`config.mk`:
```
export PLATFORM = sky130hd
export DESIGN_NAME = lsu_unit
export DESIGN_NICKNAME = d
export VERILOG_FILES = /design/src/rtl/lsu_unit.sv
export SDC_FILE = /design/constraint.sdc
export NUM_CORES = 1
export LEC_CHECK = 0
export ABC_CLOCK_PERIOD_IN_PS = 2600
export BUFFER_PORTS_ARGS = -buffer_cell sky130_fd_sc_hd__buf_2
export CAP_MARGIN = 40
export CORE_ASPECT_RATIO = 1.75
export CORE_UTILIZATION = 25
export DETAILED_ROUTE_END_ITERATION = 12
export PLACE_DENSITY_LB_ADDON = 0.1
export REMOVE_ABC_BUFFERS = 1
export SYNTH_ARGS = -nofsm -noshare
export SYNTH_HDL_FRONTEND = slang
export SYNTH_SLANG_ARGS = --single-unit
```
`constraint.sdc`:
```
create_clock -name clk -period 2.6 [get_ports clk]
set_clock_uncertainty 0.2 [all_clocks]
set_input_delay 0.26 -clock clk [delete_from_list [all_inputs] [get_ports clk]]
set_output_delay 0.26 -clock clk [all_outputs]
set_load 0.005 [all_outputs]
```
`src/rtl/lsu_unit.sv`:
```
// Load/store unit in front of the data memory port: splits each access into one or
// two 8-byte-aligned beats, one outstanding at a time, and extends load results.
module lsu_unit #(
  parameter int unsigned ADDR_W = 64,
  parameter int unsigned DATA_W = 64
) (
  input  logic              clk,
  input  logic              rst,
  input  logic              req_valid,
  output logic              req_ready,
  input  logic [ADDR_W-1:0] req_addr,
  input  logic [2:0]        req_memop,
  input  logic              req_wen,
  input  logic [DATA_W-1:0] req_wdata,
  output logic              resp_valid,
  input  logic              resp_ready,
  output logic [DATA_W-1:0] resp_rdata,
  output logic              mem_req_valid,
  input  logic              mem_req_ready,
  output logic [ADDR_W-1:0] mem_addr,
  output logic              mem_wen,
  output logic [DATA_W-1:0] mem_wdata,
  output logic [7:0]        mem_wmask,
  input  logic              mem_resp_valid,
  input  logic [DATA_W-1:0] mem_rdata
);

  typedef enum logic [2:0] {IDLE, REQ0, WAIT0, REQ1, WAIT1, RESP} state_t;

  state_t              state_q;
  logic                req_ready_q;
  logic                resp_valid_q;
  logic [DATA_W-1:0]   resp_rdata_q;
  logic                mem_req_valid_q;
  logic [ADDR_W-1:0]   mem_addr_q;
  logic                mem_wen_q;
  logic [DATA_W-1:0]   mem_wdata_q;
  logic [7:0]          mem_wmask_q;
  logic [2:0]          off_q;
  logic [2:0]          memop_q;
  logic                wen_q;
  logic                cross_q;
  logic [7:0]          mask_hi_q;
  logic [DATA_W-1:0]   data_hi_q;
  logic [DATA_W-1:0]   rd_lo_q;

  logic [2:0]          off_d;
  logic [3:0]          size_d;
  logic [7:0]          lanes_d;
  logic [15:0]         mask16_d;
  logic [2*DATA_W-1:0] data128_d;
  logic                cross_d;
  logic                noop_d;

  always_comb begin
    off_d = req_addr[2:0];
    case (req_memop[1:0])
      2'd3:    begin lanes_d = 8'h01; size_d = 4'd1; end
      2'd2:    begin lanes_d = 8'h03; size_d = 4'd2; end
      2'd1:    begin lanes_d = 8'h0F; size_d = 4'd4; end
      default: begin lanes_d = 8'hFF; size_d = 4'd8; end
    endcase
    mask16_d  = {8'b0, lanes_d} << off_d;
    data128_d = {{DATA_W{1'b0}}, req_wdata} << {off_d, 3'b000};
    cross_d   = ({1'b0, off_d} + size_d) > 4'd8;
    noop_d    = !req_wen && (req_memop == 3'b000);
  end

  // raw holds {hi beat, lo beat}; the access starts at byte lane off of the lo beat
  function automatic logic [DATA_W-1:0] load_result(input logic [2*DATA_W-1:0] raw,
                                                    input logic [2:0] off,
                                                    input logic [2:0] memop);
    logic [DATA_W-1:0] v;
    v = DATA_W'(raw >> {off, 3'b000});
    case (memop[1:0])
      2'd3:    load_result = memop[2] ? {{56{v[7]}},  v[7:0]}  : {56'b0, v[7:0]};
      2'd2:    load_result = memop[2] ? {{48{v[15]}}, v[15:0]} : {48'b0, v[15:0]};
      2'd1:    load_result = memop[2] ? {{32{v[31]}}, v[31:0]} : {32'b0, v[31:0]};
      default: load_result = v;
    endcase
  endfunction

  always_ff @(posedge clk) begin
    if (rst) begin
      state_q         <= IDLE;
      req_ready_q     <= 1'b1;
      resp_valid_q    <= 1'b0;
      resp_rdata_q    <= '0;
      mem_req_valid_q <= 1'b0;
      mem_addr_q      <= '0;
      mem_wen_q       <= 1'b0;
      mem_wdata_q     <= '0;
      mem_wmask_q     <= '0;
      off_q           <= '0;
      memop_q         <= '0;
      wen_q           <= 1'b0;
      cross_q         <= 1'b0;
      mask_hi_q       <= '0;
      data_hi_q       <= '0;
      rd_lo_q         <= '0;
    end else begin
      case (state_q)
        IDLE: begin
          if (req_valid) begin
            off_q       <= off_d;
            memop_q     <= req_memop;
            wen_q       <= req_wen;
            cross_q     <= cross_d;
            mask_hi_q   <= mask16_d[15:8];
            data_hi_q   <= data128_d[2*DATA_W-1:DATA_W];
            req_ready_q <= 1'b0;
            if (noop_d) begin
              state_q      <= RESP;
              resp_valid_q <= 1'b1;
              resp_rdata_q <= '0;
            end else begin
              state_q         <= REQ0;
              mem_req_valid_q <= 1'b1;
              mem_addr_q      <= {req_addr[ADDR_W-1:3], 3'b000};
              mem_wen_q       <= req_wen;
              mem_wdata_q     <= data128_d[DATA_W-1:0];
              mem_wmask_q     <= req_wen ? mask16_d[7:0] : '0;
            end
          end
        end
        REQ0: begin
          if (mem_req_ready) begin
            mem_req_valid_q <= 1'b0;
            state_q         <= WAIT0;
          end
        end
        WAIT0: begin
          if (mem_resp_valid) begin
            rd_lo_q <= mem_rdata;
            if (cross_q) begin
              state_q         <= REQ1;
              mem_req_valid_q <= 1'b1;
              mem_addr_q      <= mem_addr_q + ADDR_W'(8);
              mem_wdata_q     <= data_hi_q;
              mem_wmask_q     <= wen_q ? mask_hi_q : '0;
            end else begin
              state_q      <= RESP;
              resp_valid_q <= 1'b1;
              resp_rdata_q <= wen_q ? '0
                                    : load_result({{DATA_W{1'b0}}, mem_rdata}, off_q, memop_q);
            end
          end
        end
        REQ1: begin
          if (mem_req_ready) begin
            mem_req_valid_q <= 1'b0;
            state_q         <= WAIT1;
          end
        end
        WAIT1: begin
          if (mem_resp_valid) begin
            state_q      <= RESP;
            resp_valid_q <= 1'b1;
            resp_rdata_q <= wen_q ? '0 : load_result({mem_rdata, rd_lo_q}, off_q, memop_q);
          end
        end
        RESP: begin
          if (resp_ready) begin
            state_q      <= IDLE;
            resp_valid_q <= 1'b0;
            resp_rdata_q <= '0;
            req_ready_q  <= 1'b1;
          end
        end
        default: state_q <= IDLE;
      endcase
    end
  end

  assign req_ready     = req_ready_q;
  assign resp_valid    = resp_valid_q;
  assign resp_rdata    = resp_rdata_q;
  assign mem_req_valid = mem_req_valid_q;
  assign mem_addr      = mem_addr_q;
  assign mem_wen       = mem_wen_q;
  assign mem_wdata     = mem_wdata_q;
  assign mem_wmask     = mem_wmask_q;

endmodule
```
=== Yosys cells after proc, flatten, opt, wreduce, memory -nomap -nowiden ===
Index checks and enable logic that the tools add are counted.

* Bits of input ports: 202
* Bits in registers: 351
* Output and inout bits: 204

* Eq/ne operators: 22
* Shifts and indexed selects: 4
* Bitwise operators: 1
* Magnitude comparators: 1
* Add/sub/neg operators: 2
* Reductions and logical operators: 17
* Muxes and demuxes: 61

{| class="wikitable"
|+ Operator list
! kind !! number
|-
| two-way mux 64 bit || 22
|-
| case mux 64 bit (3 select lines) || 2
|-
| case mux 64 bit (2 select lines) || 2
|-
| case mux 64 bit (4 select lines) || 1
|-
| << shifter 64 x 6 -> 128 bit || 1
|-
| >> shifter 128 x 6 -> 64 bit || 1
|-
| adder 64 x 4 -> 64 bit, second input constant || 1
|-
| >> shifter 64 x 6 -> 64 bit || 1
|-
| two-way mux 8 bit || 6
|-
| two-way mux 3 bit || 8
|-
| case mux 8 bit (3 select lines) || 1
|-
| inequality test 2 bit, second input constant || 10
|-
| case mux 3 bit (6 select lines) || 1
|-
| case mux 8 bit (2 select lines) || 1
|-
| << shifter 8 x 3 -> 16 bit || 1
|-
| two-way mux 1 bit || 13
|-
| case mux 4 bit (3 select lines) || 1
|-
| AND reduction 6 bit || 2
|-
| == test 2 bit, second input constant || 4
|-
| AND reduction 7 bit || 1
|-
| == test 3 x 2 -> 1 bit, second input constant || 2
|-
| == test 3 bit, second input constant || 2
|-
| zero test 3 bit || 2
|-
| AND reduction 3 bit || 2
|-
| other kinds (17) || 20
|}

=== Logic depth before layout (Yosys ltp) ===
Gate-level depths: netlist (run 1).

* Word-level depth: 7
* Mapped depth: 12
* Mapped depth without buffers: 8

=== Least setup slack after synthesis (run 1) ===
Ideal clock, no wire load.

* Path type: reg-to-reg
* Start: reg mem_addr_q[3] (netlist: mem_addr[3])
* End: reg mem_addr_q[59] (netlist: mem_addr[59])
* Setup time: 0.073 ns
* Data required time: 2.327 ns
* Path slack: -0.282 ns
* Buffers on the path: 2
* Data arrival time: 2.609 ns
* Cell stages (with the launch flop): 10
* Path through: dfxtp_1 > ha_1 > and4_1 > clkbuf_1 > nand3_1 > or4_1 > buf_2 > or4b_4 > or3_1 > o211ai_2

* Longest elaborated chain between the ends: 4

{| class="wikitable"
|+ Ends and longest elaborated chain
! element !! RTL line !! text
|-
| start, declared || 35 || <nowiki>logic [ADDR_W-1:0] mem_addr_q;</nowiki>
|-
| start signal, assigned || 119 || <nowiki>mem_addr_q <= {req_addr[ADDR_W-1:3], 3'b000};</nowiki>
|-
| start signal, assigned || 138 || <nowiki>mem_addr_q <= mem_addr_q + ADDR_W'(8);</nowiki>
|-
| adder 64 x 4 -> 64 bit || 138 ||
|-
| two-way mux 64 bit || 135 || <nowiki>if (cross_q) begin</nowiki>
|-
| two-way mux 64 bit || 133 || <nowiki>if (mem_resp_valid) begin</nowiki>
|-
| case mux 64 bit (2 select lines) || 102 || <nowiki>case (state_q)</nowiki>
|}

Every way passes these cells. The select of a mux whose other input is x is not followed.
A chain may end at the register's enable or synchronous reset.

=== Final worst setup path (run 1) ===
* Start: reg state_q[2]
* End: reg mem_addr_q[26] (netlist: mem_addr[26])

* Longest elaborated chain between the ends: 3
* Elaborated cells on any way between the ends: 9

{| class="wikitable"
|+ Ends and longest elaborated chain
! element !! RTL line !! text
|-
| start, declared || 30 || <nowiki>state_t state_q;</nowiki>
|-
| start signal, assigned || 85 || <nowiki>state_q <= IDLE;</nowiki>
|-
| start signal, assigned || 113 || <nowiki>state_q <= RESP;</nowiki>
|-
| start signal, assigned || 117 || <nowiki>state_q <= REQ0;</nowiki>
|-
| == test 3 x 2 -> 1 bit / zero test 3 bit (equally long branches) || 102 ||
|-
| inequality test 2 bit (no source line) / nonzero test 2 bit (equally long branches) || - ||
|-
| AND reduction 5 bit (no source line) || - ||
|}

Parallel ways exist; a longest one is shown, timed or not.

==> results of run 1 <==
-- worst min-delay path: cells and delay by family --
| family | cells | cell delay [ns] |
|---|---|---|
| AO/OA/AOI/OAI | 1 | 0.07 |
| buffers and inverters | 1 | 0.11 |
| multiplexers | 1 | 0.24 |
| AND/OR/NAND/NOR | 1 | 0.11 |
-- layout make-up --
type                            instances  area, um2
Sequential cell                       339       6800
Antenna cell                            2       5.00
Clock inverter                         17        219
Clock buffer                           56       1190
Multi-Input combinational cell       1982      13000
Inverter                               11       45.0
Timing Repair Buffer                  849       6340
Tap cell                             1057       1320
Fill cell                            8757      53000
-- sequential cells by signal, summed over array words and instances (netlist names), 3 cells and up --
name	count
data_hi_q	56
mask_hi_q	7
mem_addr	61
mem_wdata	64
mem_wmask	8
memop_q	3
off_q	3
rd_lo_q	64
resp_rdata	64
state_q	3
-- synthesized netlist by cell type, drive strengths merged (33+ instances only) --
cell type,instances
nand2,361
dfxtp,339
nor2,249
a21oi,211
clkbuf,202
mux2i,155
o21ai,133
nor3,98
a221oi,83
mux2,73
nand3,58
buf,50
a22oi,44
mux4,40
a211oi,37
a211o,33
-- routing by layer --
layer | GRT usage | part of all wire | vias to the layer above
met4 | 0.0819 | 0.036 | 8
met1 | 0.270 | 0.41 | 11300
met3 | 0.0377 | 0.055 | 176
met2 | 0.408 | 0.50 | 785
met5 | 0 | 0.00041 | -
li1 | - | - | 10900
-- cell families (layout without fill, tap and decap cells) --
group,Yosys count,after routing,synth area share
AOI/OAI and AO/OA,755,755,0.248
xor gates and xnor gates,2,2,0.000849
adders and majority gates,5,5,0.00340
buffers and inverters,263,933,0.0503
DFF,339,339,0.329
muxes,268,268,0.159
other,1,5,0.000182
and+or+nand+nor,949,949,0.210
-- through the flow --
step | power, mW | cells
after floorplan | 12.2 | 2332
after detailed placement | 17.6 | 4057
final | 24.1 | 4313
after global placement | 17.6 | 4055
after CTS | 24.3 | 4302
after global routing | 25.5 | 4312
-- power by group --
part / internal, mW / switching [mW] / total (mW)
Combinational: 4.49 / 6.37 / 10.9
Clock: 3.64 / 2.60 / 6.23
Sequential: 6.24 / 0.750 / 6.99
Total: 14.4 / 9.72 / 24.1
-- final timing paths --
path                                      to  slack (ns)  depth (start not counted)                        from
setup / recovery   mem_addr[26]$_SDFFE_PP0P_        0.05                          7     state_q[2]$_SDFFE_PP0P_
hold / removal    data_hi_q[23]$_SDFFE_PP0P_        0.05                          4               req_wdata[39]
setup reg to reg   mem_addr[26]$_SDFFE_PP0P_        0.05                          7     state_q[2]$_SDFFE_PP0P_
hold reg to reg   mem_wdata[38]$_SDFFE_PP0P_        0.25                          2  mem_wdata[38]$_SDFFE_PP0P_
-- what timing repair did --
| item | CTS | global route |
|---|---|---|
| setup buffers | 0 | 9 |
| endpoints found under the hold margin | 224 | 0 |
| hold buffers | 172 | 0 |
| gates resized for setup | 3 | 29 |
| gates cloned | 0 | 0 |
| endpoints found under the setup margin | 1 | 85 |
| pin swaps | 0 | 5 |
==> flow_summary.yaml, run 1 <==
logic_synthesis:
  async_flop_share: 0
  yosysTopAreaCell: "dfxtp_1"
  ys_top_cells_by_area: "dfxtp_1 (33%), mux2i_1 (7.5%), nand2_1 (6.6%)"
  yosysTopAreaCellShare: 0.329
  yosys_most_used_dff: "dfxtp_1"
  seq_area_frac_synth: 0.329
  avgSynthCellArea_um2: 7.99
  synth-seq-cells: 339
  ys_warn_count: 0
  netlist_area_mm2: 0.0206
  synth_cells: 2582
  synth-edff-count: 0
  ys_types: 77
worst_hold_path:
  hold_class: "in2reg"
floorplanning:
  io_pins: 406
  dieArea_mm2: 0.0837
  initial_core_util: 0.252
  num_rows: 139
  fp.dieH_um: 382
  coreArea_mm2: 0.0819
  fp.dieW_um: 219
power:
  leakagePower_nw: 11.7
  ir_drop_mv: 0.580
  power_density_mw_per_mm2: 832
worst_setup_path:
  critPathKind: "reg2reg"
  crit_chain: "or4b_4 > a2bb2oi_1 > or2_4 > buf_4 > or3_1 > mux2_2 > a31oi_1"
  cp-end-kind: "flip-flop"
  critPathBufInv: 1
  slowest_delay_ns: 0.55
  cp_slowest_cell: "or4b_4"
  startpoint_type: "flip-flop"
  cp_top_family: "simple AND/OR/NAND/NOR gates"
  cp.arrival_ns: 2.86
  crit_fanout: 6
  critPathRequiredTime_ns: 2.91
clock_network:
  cts_tree: "yes"
  cts_made_buffers: 42
  root_buffer: "clkbuf_16"
  htree_levels: 2
  clkSinkCount: 339
  clockBufferDepth: 3
  clk_latency_ns: 0.59
  clkTransAtPathRegs_ns: 0.06
cells_and_area:
  stdcell_area_mm2: 0.0289
  final_common_cell: "buf_2"
  drive_gt1_frac: 0.281
  area_growth_pct: 40.3
  final_util: 0.353
  mostFrequentLayoutCells: "buf_2 (399), nand2_1 (359), dfxtp_1 (332)"
  fin_nets: 3432
detailed_routing:
  first_iter_violations: 1398
  drc: 0
  drt-total-wl_mm: 98.7
  wire_per_inst_um: 22.9
  via_per_inst: 5.37
  firstDrtPassIters: 5
  num_vias: 23200
  ant_nets: 0
placed_design:
  dpl_cell_area_mm2: 0.0256
  post-dp-hpwl_mm: 71.3
  gp_congestion: 0.884
  dp_slack_ns: 0.0109
  port_buffers: 402
grt:
  overflow: 0
  grt_pass1_wl_mm: 146
  grt_pass1_vias: 23100
  grt_usage: 0.228
  antenna_found_initial: 6
  grt_max_degree: 135
timing:
  setup_viol: 0
  maxSlewViolCount: 0
  hold_viol: 0
  min_period_ns: 2.55
  fmax_mhz: 392
  worst_pin_slew_ns: 0.686
  final.period_utilization: 0.981
  relSlewSlack: 0.542
  layout_setup_ws_ns: 0.0500
  rsz0062_at_grt: "true"
  setup_tns_ns: 0
  whs_ns: 0.0492
job:
  drv_cap: 0
outcome:
  outcome: "complete, no violations"
Power figures use the tool's default switching activity.
==> run 2: changes to the inputs <==
Settings changed: CAP_MARGIN 40 to 20, CTS_BUF_LIST from default to sky130_fd_sc_hd__clkbuf_16.
==> flow_summary.yaml, run 2 (same netlist as run 1, synthesis figures left out) <==
outcome:
  outcome: "complete, no violations"
worst_setup_path:
  critPathBufInv: 5
  cp_top_family: "buffers and inverters"
  crit_chain: "buf_4 > buf_4 > buf_4 > or2_2 > o22ai_2 > o211ai_1 > buf_4 > a31oi_4 > buf_12 > a221oi_1 > o21ai_1"
  cp_slowest_cell: "dfxtp_4"
  startpoint_type: "flip-flop"
  critPathKind: "reg2reg"
  slowest_delay_ns: 0.37
  cp-end-kind: "flip-flop"
  crit_fanout: 10
  critPathRequiredTime_ns: 2.91
  crit_top_cell: "buf_4"
  cp.arrival_ns: 2.86
cells_and_area:
  drive_gt1_frac: 0.282
  final_common_cell: "buf_2"
  mostFrequentLayoutCells: "buf_2 (399), nand2_1 (359), dfxtp_1 (331)"
  final_util: 0.355
  stdcell_area_mm2: 0.0291
  n_antenna_cell: 0
  final_cells: 4327
  area_growth_pct: 41.0
  fin_nets: 3446
power:
  finalPower_mw: 24.0
  ir_drop_mv: 0.609
  leakagePower_nw: 11.8
  power_density_mw_per_mm2: 824
placed_design:
  post-dp-hpwl_mm: 71.2
  dp_slack_ns: -0.113
  port_buffers: 402
  gp_congestion: 0.884
  dp.cells: 4055
  dpl_cell_area_mm2: 0.0256
clock_network:
  clk_latency_ns: 0.61
  root_buffer: "clkbuf_16"
  clkSinkCount: 339
  htree_levels: 2
  cts_made_buffers: 42
  clockBufferDepth: 3
  cts_tree: "yes"
  clkTransAtPathRegs_ns: 0.08
job:
  drv_cap: 0
floorplanning:
  initial_core_util: 0.252
  num_rows: 139
  dieArea_mm2: 0.0837
  io_pins: 406
  fp.dieH_um: 382
  fp.dieW_um: 219
  coreArea_mm2: 0.0819
timing:
  layout_setup_ws_ns: 0.0501
  setup_viol: 0
  fmax_mhz: 392
  maxSlewViolCount: 0
  hold_viol: 0
  setup_tns_ns: 0
  worst_pin_slew_ns: 0.939
  rsz0062_at_grt: "true"
  min_period_ns: 2.55
  final.period_utilization: 0.981
  relSlewSlack: 0.372
  whs_ns: 0.0457
grt:
  overflow: 0
  grt_pass1_wl_mm: 147
  antenna_found_initial: 6
  grt_max_degree: 135
  grt_usage: 0.229
  grt_pass1_vias: 23200
detailed_routing:
  drc: 0
  first_iter_violations: 1667
  ant_nets: 0
  drt-total-wl_mm: 99.2
  num_vias: 23200
  firstDrtPassIters: 8
  wire_per_inst_um: 22.9
  via_per_inst: 5.36
worst_hold_path:
  hold_class: "in2reg"
[run 2: cell types whose count changed in the layout (fill, tap and decap cells not counted), moves of 6 or more]
| cell | change |
|---|---|
| clkbuf_1 | -6 |
| clkbuf_8 | -7 |
| clkinv_1 | +7 |
| clkinv_2 | +7 |
| dlygate4sd3_1 | +10 |
[run 2: timing repair]
| action | CTS | global route |
|---|---|---|
| cloned | 0 | 2 |
| hold buffers | 182 | 0 |
| setup endpoints to repair | 18 | 70 |
| buffers inserted | 2 | 11 |
| pin swaps | 1 | 9 |
| endpoints found under the hold margin | 234 | 0 |
| resized for setup | 5 | 38 |
[run 2: worst register-to-register path, cell delays in order, from the launching register on]
cell and delay (ns):
dfxtp_4 0.37, buf_4 0.18, buf_4 0.15, buf_4 0.15, or2_2 0.32, o22ai_2 0.12, o211ai_1 0.10, buf_4 0.17
a31oi_4 0.31, buf_12 0.21, a221oi_1 0.07, o21ai_1 0.10
[run 2: layout make-up]
type / instances / area [um2]
tap: 1057 / 1320
timing repair buffer: 863 / 6510
fill: 8645 / 52800
multi-input combinational: 1982 / 13000
sequential: 339 / 6800
clock inverter: 32 / 304
inverter: 11 / 45.0
clock buffer: 43 / 1080
[run 2: final timing paths]
check                                                from                           to  slack (ns)  cells past startpoint
worst max register to register      off_q[1]$_SDFFE_PP0P_  resp_rdata[45]$_SDFFE_PP0P_        0.05                     11
worst min register to register  mask_hi_q[5]$_SDFFE_PP0P_    mask_hi_q[5]$_SDFFE_PP0P_        0.25                      2
worst min-delay path                        req_wdata[39]   data_hi_q[23]$_SDFFE_PP0P_        0.05                      4
worst max-delay path                off_q[1]$_SDFFE_PP0P_  resp_rdata[45]$_SDFFE_PP0P_        0.05                     11
[run 2: metal layers]
| layer | global-route usage | vias up | share of wire |
|---|---|---|---|
| met5 | 0 | - | 0.00063 |
| met4 | 0.0702 | 12 | 0.031 |
| met3 | 0.0385 | 160 | 0.057 |
| met2 | 0.417 | 798 | 0.51 |
| met1 | 0.270 | 11300 | 0.40 |
| li1 | - | 11000 | - |
[run 2: where the power goes]
| group | switching, mW | leakage, nW | internal, mW |
|---|---|---|---|
| clock network | 2.66 | 0.693 | 3.44 |
| logic | 6.37 | 8.36 | 4.54 |
| registers | 0.744 | 2.77 | 6.24 |
